===== src/rtl/tdm_mux4_1.sv =====
// Four-channel valid/ready TDM merger: round-robin arbitration into a one-word
// output register tagged with the source channel index, plus a transfer counter.
module tdm_mux4_1 #(
  parameter int DATA_W = 8
) (
  input  logic                  clk,
  input  logic                  rst_n,
  input  logic [3:0]            in_valid,
  input  logic [4*DATA_W-1:0]   in_data,
  output logic [3:0]            in_ready,
  output logic                  out_valid,
  input  logic                  out_ready,
  output logic [DATA_W-1:0]     out_data,
  output logic [1:0]            out_sel,
  output logic [15:0]           xfer_cnt
);

  typedef enum logic {EMPTY = 1'b0, FULL = 1'b1} state_e;

  state_e              state_q, state_d;
  logic [1:0]          ptr_q, ptr_d;
  logic [DATA_W-1:0]   data_q, data_d;
  logic [1:0]          sel_q, sel_d;
  logic [15:0]         cnt_q, cnt_d;

  logic [3:0]          rot_valid;
  logic [1:0]          grant_off;
  logic [1:0]          grant_idx;
  logic                grant_any;
  logic                load_en;
  logic                take;
  logic                out_xfer;

  // Rotate requests so bit 0 is the channel the pointer currently favours.
  genvar gi;
  generate
    for (gi = 0; gi < 4; gi++) begin : g_rot
      assign rot_valid[gi] = in_valid[2'(ptr_q + 2'(gi))];
    end
  endgenerate

  always_comb begin
    grant_any = |rot_valid;
    grant_off = 2'd3;
    if (rot_valid[0])      grant_off = 2'd0;
    else if (rot_valid[1]) grant_off = 2'd1;
    else if (rot_valid[2]) grant_off = 2'd2;
    grant_idx = ptr_q + grant_off;
  end

  // State register
  always_ff @(posedge clk or negedge rst_n) begin
    if (!rst_n) begin
      state_q <= EMPTY;
      ptr_q   <= 2'd0;
      data_q  <= '0;
      sel_q   <= 2'd0;
      cnt_q   <= 16'd0;
    end else begin
      state_q <= state_d;
      ptr_q   <= ptr_d;
      data_q  <= data_d;
      sel_q   <= sel_d;
      cnt_q   <= cnt_d;
    end
  end

  // Next-state logic
  always_comb begin
    state_d = state_q;
    ptr_d   = ptr_q;
    data_d  = data_q;
    sel_d   = sel_q;
    cnt_d   = cnt_q + {15'd0, out_xfer};
    case (state_q)
      EMPTY:   if (take) state_d = FULL;
      FULL:    if (take) state_d = FULL;
               else if (out_ready) state_d = EMPTY;
      default: state_d = EMPTY;
    endcase
    if (take) begin
      data_d = in_data[32'(grant_idx)*DATA_W +: DATA_W];
      sel_d  = grant_idx;
      ptr_d  = grant_idx + 2'd1;
    end
  end

  // Outputs; rst_n gates in_ready so it drops at once while reset is held.
  always_comb begin
    load_en   = (state_q == EMPTY) || out_ready;
    take      = load_en && grant_any;
    out_xfer  = (state_q == FULL) && out_ready;
    in_ready  = (take && rst_n) ? (4'b0001 << grant_idx) : 4'b0000;
    out_valid = (state_q == FULL);
    out_data  = data_q;
    out_sel   = sel_q;
    xfer_cnt  = cnt_q;
  end

endmodule


===== config.mk =====
export PLATFORM = sky130hd
export DESIGN_NAME = tdm_mux4_1
export DESIGN_NICKNAME = d
export VERILOG_FILES = /design/src/rtl/tdm_mux4_1.sv
export SDC_FILE = /design/constraint.sdc
export NUM_CORES = 1
export LEC_CHECK = 0
export CORE_MARGIN = 3
export CORE_UTILIZATION = 42
export DETAILED_ROUTE_END_ITERATION = 7
export PLACE_DENSITY = 0.8
export SLEW_MARGIN = 10
export SYNTH_ARGS = -nofsm -noshare
export SYNTH_HDL_FRONTEND = slang
export SYNTH_SLANG_ARGS = --single-unit

===== constraint.sdc =====
create_clock -name clk -period 2.74 [get_ports clk]
set_input_delay 0.411 -clock clk [delete_from_list [all_inputs] [get_ports clk]]
set_output_delay 0.411 -clock clk [all_outputs]
set_load 0.005 [all_outputs]

==> flow_metrics.tcl, run 1 <==
set metrics [dict create \
    ant_nets 0 \
    vias 1556 \
    holdWs_ns 0.365 \
    yosysSeqAreaShare 0.444 \
    end_kind "output pin" \
    synth_seq_cells 29 \
    fmax_mhz 384 \
    clockBufferDepth 2 \
    place.gp.congestion 0.762 \
    fill_cells 291 \
    vias_per_cell 5.35 \
    ctsHoldBuffers 0 \
    skew_ns 0.00459 \
    post_drt_wl_per_cell_um 14.4 \
    finalMaxSlewViolations 0 \
    pin_count 70 \
    synthCells 156 \
    startpoint "ptr_q[1]$_DFFE_PN0P_" \
    worst_r2r_path_depth 9 \
    io_buffers 69 \
    place_hpwl_um 3240 \
    syn_area_sq_um 1640 \
    r2r-start "ptr_q[1]$_DFFE_PN0P_" \
    final_common_cell "clkdlybuf4s50_1" \
    area_delta_synth_final_pct 57.7 \
    hold_path_class "in -> async" \
    fin_util 0.694 \
    clock-sinks 29 \
    ys_types 32 \
    layout-drive-gt1-share 0.181 \
    r2r_slack_ns 0.49 \
    slew_headroom 0.631 \
    worst_pin_slew_ns 0.552 \
    critPathKind "reg -> out" \
    period_needed_ns 2.60 \
    n_antenna_cell 0 \
    wl_um 4200 \
    die_w_um 68.4 \
    die_h_um 68.4 \
    cts_tree "built" \
    grt_max_degree 27 \
    gr-usage-all-layers 0.192 \
    dr.pass1.iters 4 \
    clk-insertion-delay-late_ns 0.28 \
    power_density_nw_per_um2 954 \
    critPathLaunchType "register" \
    drtIter0Drc 48 \
    dpl.cell_count 280 \
    cts_made_buffers 5 \
    syn-mean-instance-area_sq_um 10.5 \
    final_cells 291 \
    status "finished clean" \
    crit_required_ns 2.33 \
    start_util 0.440 \
    regToRegEndpoint "out_data[2]$_DFFE_PN0P_" \
    rows 22 \
    gr-total-overflow 0 \
    post-route-period-util 0.949 \
    setup_viol 0 \
    coreArea_sq_um 3720 \
    rsz0062_at_grt "no" \
    syn_nets 198 \
    drc 0 \
    grt_first_pass_wirelength_um 6670 \
    leakage_nw 1.12 \
    critPathMaxFanout 5 \
    yosysWarnings 0 \
    finalHoldViolCount 0 \
    antenna_found_initial 0 \
    clkTransAtPathRegs_ns 0.06 \
    die-area_sq_um 4680 \
    layout_common_cells "clkdlybuf4s50_1 (61), dfrtp_1 (28), nand2_1 (21)" \
    grt_pass1_vias 1567 \
    finish.net_count 284 \
    peakVddDrop_mv 0.554 \
    cp.arrival_ns 2.19 \
    cts_max_level 2 \
    maxCapViolations 0 \
    clock-root-buffer "clkbuf_8" \
]
-- registers in the layout, indices dropped and copies added, names as in the netlist --
register,cells
out_valid,1
out_sel,2
xfer_cnt,16
out_data,8
ptr_q,2
-- critical path, stage by stage, from the launching register on --
cell and delay [ns]:
dfrtp_2 0.43, inv_1 0.08, a21boi_1 0.06, o221ai_1 0.17, o21a_1 0.16, ha_1 0.14, inv_1 0.06, a31o_1 0.23
and2_4 0.18, nor3_1 0.15, dlygate4sd2_1 0.25
-- Yosys cell counts --
library cell / n / share of area
xnor2_1: 10 / 0.054
dfrtp_1: 29 / 0.44
nand2_1: 22 / 0.050
o21a_1: 2 / 0.0092
buf_2: 3 / 0.0092
and2_4: 1 / 0.0054
and2_1: 1 / 0.0038
nor2b_1: 2 / 0.0076
mux2_2: 8 / 0.055
and4_1: 2 / 0.011
o311ai_2: 7 / 0.070
o221ai_1: 1 / 0.0054
o311ai_0: 1 / 0.0054
nand3_1: 8 / 0.024
o22ai_1: 1 / 0.0038
buf_1: 1 / 0.0023
xor2_1: 4 / 0.021
a31o_1: 1 / 0.0054
o21ai_0: 2 / 0.0061
inv_1: 3 / 0.0069
nor4_1: 2 / 0.0076
nand2b_1: 3 / 0.011
nor2_1: 8 / 0.018
clkbuf_1: 3 / 0.0069
ha_1: 3 / 0.023
buf_6: 1 / 0.0069
a21boi_0: 2 / 0.0092
nor3_1: 2 / 0.0061
mux2i_1: 8 / 0.049
a2111o_1: 1 / 0.0069
o211ai_1: 2 / 0.0092
nand4_1: 12 / 0.046
-- worst max-delay path by stage --
stage                              endpoint  slack [ns]
floorplan           out_data[0]$_DFFE_PN0P_        0.51
global placement                in_ready[0]       -0.28
detailed placement              in_ready[0]       -0.33
CTS                             in_ready[3]       0.004
global route                    in_ready[0]        0.02
finish                          in_ready[0]        0.14
-- area by class of cell --
| class | instances | area, sq um | area share |
|---|---|---|---|
| Timing Repair Buffer | 87 | 820 | 0.318 |
| Sequential cell | 29 | 727 | 0.282 |
| Multi-Input combinational cell | 116 | 860 | 0.333 |
| Clock buffer | 7 | 96.3 | 0.0374 |
| Inverter | 3 | 11.3 | 0.00437 |
| Clock inverter | 1 | 5.00 | 0.00194 |
| Tap cell | 48 | 60.1 | 0.0233 |
-- power by group --
group / switching, mW / internal [mW]
registers: 0.116 / 0.568
logic: 0.600 / 0.787
clock network: 0.163 / 0.227
-- cell families after synthesis --
logic type      share of synthesized area
simple gates                        0.192
mux                                 0.104
fa+ha+maj                          0.0230
xor+xnor                           0.0750
flops                               0.444
compound gates                      0.130
buf+inv                            0.0321
-- metrics by stage --
stage	total power, mW	TNS, ns	area, sq um	worst slack (ns)
detailed placement	2.05	-1.33	2460	-0.330
global placement	2.02	-0.910	2460	-0.280
finish	2.46	0	2580	0.139
floorplan	1.44	0	1640	0.514
global route	2.62	0	2580	0.0226
CTS	2.48	0	2580	0.00416
-- what timing repair did --
item / in CTS / in global routing
setup endpoints to repair: 4 / 1
setup buffers: 3 / 0
cloned: 0 / 0
resized for setup: 11 / 1
pin swaps: 0 / 0
endpoints found under the hold margin: 0 / 0
-- layer usage --
metal,track usage,wire length (um),up-vias
met5,0,0,-
met4,0.0596,48,0
met3,0.0558,283,5
met2,0.353,2220,66
met1,0.209,1650,745
li1,-,-,740
Power figures use the tool's default switching activity.
==> run 2, diff against run 1 <==
- CORE_UTILIZATION: 42 -> 45
- PLACE_DENSITY: 0.8 -> 0.84
- clock period: 2.74 -> 3.3 ns (I/O delays scaled with it)
==> flow_metrics.tcl, run 2 (synthesis gave the netlist of run 1 again) <==
set metrics [dict create \
    rows 21 \
    fmax_mhz 322 \
    n_antenna_cell 0 \
    ctsHoldBuffers 0 \
    rsz0062_at_grt "no" \
    post_drt_wl_per_cell_um 15.4 \
    dpl.cell_count 272 \
    dr.pass1.iters 4 \
    slew_headroom 0.633 \
    grt_max_degree 26 \
    wl_um 4300 \
    clock-sinks 29 \
    gr-usage-all-layers 0.222 \
    die-area_sq_um 4390 \
    pin_count 70 \
    power_density_nw_per_um2 760 \
    cp.arrival_ns 2.61 \
    critPathMaxFanout 5 \
    maxCapViolations 0 \
    postCtsSetupRepairBufs 0 \
    final_common_cell "clkdlybuf4s50_1" \
    crit_required_ns 2.80 \
    grt_first_pass_wirelength_um 7270 \
    setup_viol 0 \
    die_h_um 66.3 \
    end_kind "output pin" \
    vias_per_cell 5.43 \
    critPathKind "in -> out" \
    status "finished clean" \
    ant_nets 0 \
    r2r-start "ptr_q[1]$_DFFE_PN0P_" \
    post-route-period-util 0.942 \
    place_hpwl_um 3440 \
    clockBufferDepth 2 \
    antenna_found_initial 0 \
    layout-drive-gt1-share 0.145 \
    gr-total-overflow 0 \
    finalMaxSlewViolations 0 \
    leakage_nw 1.08 \
    largest_register_ff_count 16 \
    vias 1521 \
    cts_made_buffers 5 \
    drtIter0Drc 90 \
    clk-insertion-delay-late_ns 0.33 \
    finalHoldViolCount 0 \
    cts_max_level 2 \
    period_needed_ns 3.11 \
    regToRegEndpoint "out_data[7]$_DFFE_PN0P_" \
    worst_r2r_path_depth 9 \
    grt_pass1_vias 1570 \
    setup_slack_ns 0.191 \
    preCtsSetupSlack_ns -0.0790 \
    place.gp.congestion 0.794 \
    critPathLaunchType "input port" \
    die_w_um 66.3 \
    r2r_slack_ns 0.98 \
    finish.net_count 275 \
    final_cells 280 \
    hold_path_class "in -> async" \
    peakVddDrop_mv 0.361 \
    layout_common_cells "clkdlybuf4s50_1 (63), dfrtp_1 (29), nand2_1 (22)" \
    drc 0 \
    worst_pin_slew_ns 0.551 \
    area_delta_synth_final_pct 52.6 \
    io_buffers 69 \
    coreArea_sq_um 3420 \
    clkTransAtPathRegs_ns 0.09 \
    skew_ns 0.00676 \
    clock-root-buffer "clkbuf_4" \
    start_util 0.479 \
    cts_tree "built" \
]
[run 2: cell types whose count changed in the layout (fill, tap and decap cells not counted), sizes merged]
cell and delta:
dlygate4sd2 -5, clkdlybuf4s50 +2, dlymetal6s2s +3, buf -9
[run 2: final cells by class]
cell class	instances	area, sq um
clock buffer	7	65.1
inverter	3	11.3
multi-input combinational	116	866
timing repair buffer	78	766
fill	255	920
sequential	29	726
clock inverter	1	5.00
tap	46	57.6
[run 2: worst max-delay path by stage]
stage	start	to	slack [ns]	depth (start not counted)
final	in_valid[1]	in_ready[1]	0.19	10
after global placement	in_valid[2]	in_ready[0]	0.08	10
after global routing	in_valid[1]	in_ready[1]	0.07	10
after floorplan	in_valid[2]	in_ready[1]	0.98	7
after detailed placement	in_valid[2]	in_ready[2]	-0.08	10
after CTS	in_valid[2]	in_ready[3]	0.03	10
[run 2: what timing repair did]
item                       in CTS  in global routing
cloned                          0                  0
gates resized for setup         2                  6
setup endpoints to repair       2                  3
[run 2: metrics by stage]
| stage | instance area, sq um | TNS [ns] | util | power (mW) | hold slack [ns] |
|---|---|---|---|---|---|
| floorplan | 1640 | 0 | - | 1.20 | 0.199 |
| global placement | 2410 | 0 | 0.705 | 1.61 | 0.454 |
| detailed placement | 2410 | -0.0967 | 0.705 | 1.65 | 0.470 |
| CTS | 2480 | 0 | 0.725 | 1.90 | 0.386 |
| global route | 2500 | 0 | 0.731 | 2.04 | 0.384 |
| finish | 2500 | 0 | 0.731 | 1.90 | 0.401 |
[run 2: critical path, stage by stage]
cell             delay, ns
clkdlybuf4s50_1       0.56
a21boi_1              0.09
o22ai_1               0.16
o21a_1                0.14
ha_1                  0.14
inv_1                 0.06
a31o_4                0.22
and2_4                0.15
nor2_1                0.10
clkdlybuf4s50_1       0.50
[run 2: routing by layer]
layer  GRT usage  share of wire
met1       0.247           0.38
met2       0.390           0.53
met3      0.0629          0.064
met4      0.0964          0.020
met5           0              0
[run 2: where the power goes]
part | switching, mW | internal, mW
clock network | 0.123 | 0.123
logic | 0.472 | 0.601
registers | 0.108 | 0.470
total | 0.703 | 1.19
